==> src/rtl/window_feeder_pkg.sv <==
// Shared definitions for 3x3 window producers and consumers (window feeder, pooling kernel).
// Holds the default pixel width, window geometry and the (r*3+c) element packing rule.
package window_feeder_pkg;

  localparam int unsigned PIX_W     = 8;
  localparam int unsigned WIN       = 3;
  localparam int unsigned WIN_ELEMS = WIN * WIN;

  typedef enum logic {
    FILL   = 1'b0,
    STREAM = 1'b1
  } feed_state_t;

  // Element (r,c) of a packed window lives at slot r*WIN+c; r=0 is the oldest row, c=0 the oldest column.
  function automatic int unsigned win_pos(input int unsigned r, input int unsigned c);
    return r * WIN + c;
  endfunction

endpackage

==> src/rtl/window_feeder_line_buffer.sv <==
// One image line of pixel storage: read-before-write at a shared column address.
// The old value at addr is visible combinationally while the new pixel is written on the edge.
module line_buffer #(
  parameter int unsigned DWIDTH = 8,
  parameter int unsigned DEPTH  = 8,
  parameter int unsigned AW     = 3
) (
  input  logic              clk,
  input  logic              we,
  input  logic [AW-1:0]     addr,
  input  logic [DWIDTH-1:0] wr_data,
  output logic [DWIDTH-1:0] rd_data
);

  // Contents are never reset; stale entries are only read in rows that never emit a window.
  logic [DWIDTH-1:0] mem [DEPTH];

  assign rd_data = mem[addr];

  always_ff @(posedge clk) begin
    if (we) begin
      mem[addr] <= wr_data;
    end
  end

endmodule

==> src/rtl/window_feeder.sv <==
// Raster pixel stream to 3x3 sliding-window stream with valid/ready on both sides.
// Two line buffers supply lines y-1 and y-2; a 3x3 register array shifts left per accepted pixel.
module window_feeder
  import window_feeder_pkg::*;
#(
  parameter int unsigned DWIDTH = PIX_W,
  parameter int unsigned IMG_W  = 8,
  parameter int unsigned IMG_H  = 8
) (
  input  logic                        clk,
  input  logic                        rst_n,
  input  logic                        pix_valid,
  input  logic [DWIDTH-1:0]           pix_data,
  output logic                        pix_ready,
  output logic                        win_valid,
  output logic [WIN_ELEMS*DWIDTH-1:0] win_data,
  output logic                        win_last,
  input  logic                        win_ready
);

  localparam int unsigned CW = (IMG_W > 1) ? $clog2(IMG_W) : 1;
  localparam int unsigned RW = (IMG_H > 1) ? $clog2(IMG_H) : 1;

  localparam logic [CW-1:0] COL_LAST  = CW'(IMG_W - 1);
  localparam logic [RW-1:0] ROW_LAST  = RW'(IMG_H - 1);
  localparam logic [CW-1:0] COL_FIRST = CW'(WIN - 1);
  localparam logic [RW-1:0] ROW_PRE   = RW'(WIN - 2);

  feed_state_t       state_q, state_d;
  logic [CW-1:0]     col_q, col_d;
  logic [RW-1:0]     row_q, row_d;
  logic              xfer;
  logic              qualify;
  logic              frame_end;
  logic              win_valid_q;
  logic              win_last_q;
  logic [DWIDTH-1:0] up1;
  logic [DWIDTH-1:0] up2;
  logic [DWIDTH-1:0] win_q [WIN][WIN];

  assign pix_ready = !win_valid_q || win_ready;
  assign xfer      = pix_valid && pix_ready;
  assign win_valid = win_valid_q;
  assign win_last  = win_last_q;

  // lb_y1 holds line y-1 and forwards its displaced entry into lb_y2 (line y-2).
  line_buffer #(
    .DWIDTH (DWIDTH),
    .DEPTH  (IMG_W),
    .AW     (CW)
  ) lb_y1 (
    .clk     (clk),
    .we      (xfer),
    .addr    (col_q),
    .wr_data (pix_data),
    .rd_data (up1)
  );

  line_buffer #(
    .DWIDTH (DWIDTH),
    .DEPTH  (IMG_W),
    .AW     (CW)
  ) lb_y2 (
    .clk     (clk),
    .we      (xfer),
    .addr    (col_q),
    .wr_data (up1),
    .rd_data (up2)
  );

  always_comb begin
    state_d   = state_q;
    col_d     = col_q;
    row_d     = row_q;
    qualify   = 1'b0;
    frame_end = 1'b0;
    if (xfer) begin
      frame_end = (col_q == COL_LAST) && (row_q == ROW_LAST);
      if (col_q == COL_LAST) begin
        col_d = '0;
        row_d = (row_q == ROW_LAST) ? '0 : row_q + 1'b1;
      end else begin
        col_d = col_q + 1'b1;
      end
      unique case (state_q)
        FILL: begin
          if ((col_q == COL_LAST) && (row_q == ROW_PRE)) begin
            state_d = STREAM;
          end
        end
        STREAM: begin
          qualify = (col_q >= COL_FIRST);
          if (frame_end) begin
            state_d = FILL;
          end
        end
        default: state_d = FILL;
      endcase
    end
  end

  always_ff @(posedge clk or negedge rst_n) begin
    if (!rst_n) begin
      state_q <= FILL;
      col_q   <= '0;
      row_q   <= '0;
    end else begin
      state_q <= state_d;
      col_q   <= col_d;
      row_q   <= row_d;
    end
  end

  // The shift array doubles as the output register: it only moves on a pixel transfer,
  // which cannot happen while an unconsumed window is held.
  always_ff @(posedge clk or negedge rst_n) begin
    if (!rst_n) begin
      for (int unsigned r = 0; r < WIN; r++) begin
        for (int unsigned c = 0; c < WIN; c++) begin
          win_q[r][c] <= '0;
        end
      end
    end else if (xfer) begin
      for (int unsigned r = 0; r < WIN; r++) begin
        for (int unsigned c = 0; c < WIN - 1; c++) begin
          win_q[r][c] <= win_q[r][c+1];
        end
      end
      win_q[0][WIN-1] <= up2;
      win_q[1][WIN-1] <= up1;
      win_q[2][WIN-1] <= pix_data;
    end
  end

  always_ff @(posedge clk or negedge rst_n) begin
    if (!rst_n) begin
      win_valid_q <= 1'b0;
      win_last_q  <= 1'b0;
    end else if (qualify) begin
      win_valid_q <= 1'b1;
      win_last_q  <= frame_end;
    end else if (win_ready) begin
      win_valid_q <= 1'b0;
      win_last_q  <= 1'b0;
    end
  end

  always_comb begin
    win_data = '0;
    for (int unsigned r = 0; r < WIN; r++) begin
      for (int unsigned c = 0; c < WIN; c++) begin
        win_data[win_pos(r, c)*DWIDTH +: DWIDTH] = win_q[r][c];
      end
    end
  end

endmodule
==> config.mk <==
export PLATFORM = sky130hd
export DESIGN_NAME = window_feeder
export DESIGN_NICKNAME = d
export VERILOG_FILES = /design/src/rtl/window_feeder_pkg.sv /design/src/rtl/window_feeder_line_buffer.sv /design/src/rtl/window_feeder.sv
export SDC_FILE = /design/constraint.sdc
export NUM_CORES = 1
export LEC_CHECK = 0
export BUFFER_PORTS_ARGS = -buffer_cell sky130_fd_sc_hd__buf_2
export CAP_MARGIN = 20
export CORE_MARGIN = 2
export CORE_UTILIZATION = 25
export CTS_CLUSTER_DIAMETER = 120
export CTS_CLUSTER_SIZE = 25
export DETAILED_ROUTE_END_ITERATION = 12
export PLACE_DENSITY = 0.37
export SLEW_MARGIN = 0
export SYNTH_ARGS = -nofsm -noshare
export SYNTH_HDL_FRONTEND = slang
export SYNTH_SLANG_ARGS = --single-unit
==> constraint.sdc <==
create_clock -name clk -period 3.54 [get_ports clk]
set_clock_uncertainty 0.1 [all_clocks]
set_input_delay 0.531 -clock clk [delete_from_list [all_inputs] [get_ports clk]]
set_output_delay 0.531 -clock clk [all_outputs]
set_load 0.01 [all_outputs]
==> flow_summary.ini <==
[logic_synthesis]
syn-num-nets = 618
synth.distinct_cells = 47
synth_area_leaders = edfxtp_1 47%, dfrtp_1 25%, nand2_1 8.4%, mux2i_1 5.5%, mux2_2 1.2%
synth_top_area_cell = edfxtp_1
synthCells = 600
ys.flop_type = edfxtp_1
ys_async_sr_fraction = 0.3876
synth.avg_cell_area_um2 = 13.64
ys_warn_count = 0
synth_area_um2 = 8187
synth_top_cell_area_share = 0.4695
synth.most_common_cell = nand2_1
ys_top_cells_by_count = 183 x nand2_1, 128 x edfxtp_1, 81 x dfrtp_1
ys_seq_area_frac = 0.7171
synth_edf_count = 128
ys_seq_elements = 209

[cells_and_area]
regArea_um2 = 5872
multi_input_area_um2 = 2110
drive_gt1_frac = 0.2098
fillers = 3358
n_antenna_cell = 0
fin_cells = 1138
syn_to_final_growth_pct = 16.89
fin_area_um2 = 9569
nets = 708

[place]
dpl.hpwl_mm = 13.44
pre_cts_ws_ns = 0.8146
postPlaceCellArea_um2 = 9160
place_inst = 1116
gp_congestion = 0.7554
numPortBuffers = 86

[hold_path]
whs_endpoint = win_last
min_path_cells = 3
min_from = win_ready
hold_path.class = in -> reg

[floorplan]
die_w_um = 185.0
io-pin-count = 87
initial_core_util = 0.2529
core_um2 = 32370
die_h_um = 185.0
fp-row-count = 66
die_area_um2 = 34210

[route]
ant_nets = 0
drc = 0
vias = 4855
avgRoutedWirePerCell_um = 18.03
drt_iter0_drc = 276
wl_mm = 20.52
dr_wl_met3_um = 600
wl_met1_mm = 9.543
wl_met2_mm = 9.967
highest_layer = met4
drtPass1Iterations = 4
post_drt_via_cell_ratio = 4.266

[setup_path]
cp.required_ns = 3.80
r2r_cells = 4
worst-r2r-setup-slack_ns = 1.08
cp_slowest_stage_delay_ns = 0.78
timing.rr.end = win_data[45]
cpMaxStageDelayCell = dfrtp_2
crit_buf_inv = 1
arrival_ns = 2.72
cp_cell_sequence = buf_4 > mux4_2 > a21o_1 > mux2_4
r2r_start = col_q[0]
path_class = reg -> reg
critPathCaptureType = flop
crit_fanout = 23
cp_top_family = multiplexers
startpoint_type = flop

[run_status]
outcome = finished clean

[clock_tree]
cts.sinks = 209
cts_max_path_buffers = 3
insertion_delay_ns = 0.47
htree_num_levels = 1
root_buffer = clkbuf_16
cts_made_buffers = 12
clk_pin_slew_ns = 0.10
tritoncts = yes
cts_resized = 0

[timing]
layout_min_cycle_time_ns = 2.459
worstMarginPinSlew_ns = 1.028
rsz0062_at_grt = no
setup_violations = 0
hold_viol = 0
slew_headroom = 0.3122
setup_ws_ns = 1.081
period_share = 0.6946
fin_tns_setup_ns = 0
worst_hold_slack_ns = 0.2304
max_freq_mhz = 406.7
drv_slew = 0

[job]
cap_violations = 0

[grt]
antenna_found_initial = 0
grt_start_max_net_pins = 82
grt.overflow.total = 0
grt_pass1_vias = 5133
grt_pass1_wl_mm = 31.62
grt_usage = 0.1222

[pwr]
power_leakage_nw = 3.933
ir_drop_uv = 258.7
power.density_nw_per_um2 = 837.0
==> where the power goes <==
| group | internal (mW) | switching, mW | total (mW) |
|---|---|---|---|
| sequential | 3.42 | 0.403 | 3.82 |
| combinational | 1.00 | 1.67 | 2.67 |
| clock | 0.712 | 0.806 | 1.52 |
==> final cells by class <==
class | count | share of cell area
repair buffers | 109 | 0.06695
inverters | 6 | 0.002354
well taps | 442 | 0.05779
clock inverters | 2 | 0.001831
flip-flops and latches | 209 | 0.6136
clock buffers | 18 | 0.03700
multi-input cells | 352 | 0.2204
==> registers in the layout, summed over array words and instances, names as in the netlist <==
name	cells
win_data	72
lb_y1.mem	64
lb_y2.mem	64
col_q	3
row_q	3
state_q	1
win_last	1
win_valid	1
==> per-layer routing <==
layer | up-vias | track usage
met4 | 0 | 0.03048
met3 | 20 | 0.01573
met5 | - | 0
met2 | 77 | 0.2070
li1 | 2299 | -
met1 | 2459 | 0.1660
==> how the worst max path moves through the flow <==
stage | from | to | slack, ns | depth (start not counted)
floorplan | win_ready | lb_y1.mem[4][0] | 0.54 | 6
global placement | win_ready | lb_y1.mem[0][3] | 0.85 | 4
global route | col_q[2] | win_data[46] | 0.89 | 5
detailed placement | win_ready | lb_y1.mem[0][5] | 0.81 | 4
CTS | col_q[2] | win_data[46] | 1.03 | 5
finish | col_q[0] | win_data[45] | 1.08 | 4
==> what timing repair did <==
action / in CTS / in global routing
endpoints found under the hold margin: 0 / 22
hold buffers: 0 / 1
endpoints found under the setup margin: 0 / 0
buffers inserted: 0 / 0
==> placed cells by master, fill, tap and decap left out, drive strengths merged, types with 7 or more instances in the layout <==
cell	netlist	layout
a21oi	7	7
edfxtp	128	128
buf	27	108
o21ai	7	7
clkbuf	6	18
nor2	18	18
o221ai	7	7
dfrtp	81	81
inv	6	8
o22a	7	7
nand2	183	183
mux2i	45	45
mux2	11	11
==> through the flow <==
step / total power [mW] / utilization
global placement: 6.599 / 0.2830
global route: 8.561 / 0.2956
CTS: 8.179 / 0.2945
detailed placement: 6.640 / 0.2830
floorplan: 5.477 / -
finish: 8.009 / 0.2956
==> kinds of logic (layout without fill, tap and decap cells) <==
kind of cell,after synthesis,in the layout,share of synthesized area
flops,209,209,0.7171
simple gates,226,226,0.1103
fa+ha+maj,6,6,0.009170
mux,59,59,0.07932
compound gates,61,61,0.05456
buf+inv,39,135,0.02950
==> worst reg2reg max path: stages (launching register included) <==
cell     delay (ns)
dfrtp_2        0.78
buf_4          0.34
mux4_2         0.52
a21o_1         0.31
mux2_4         0.30
Power figures use the tool's default switching activity.
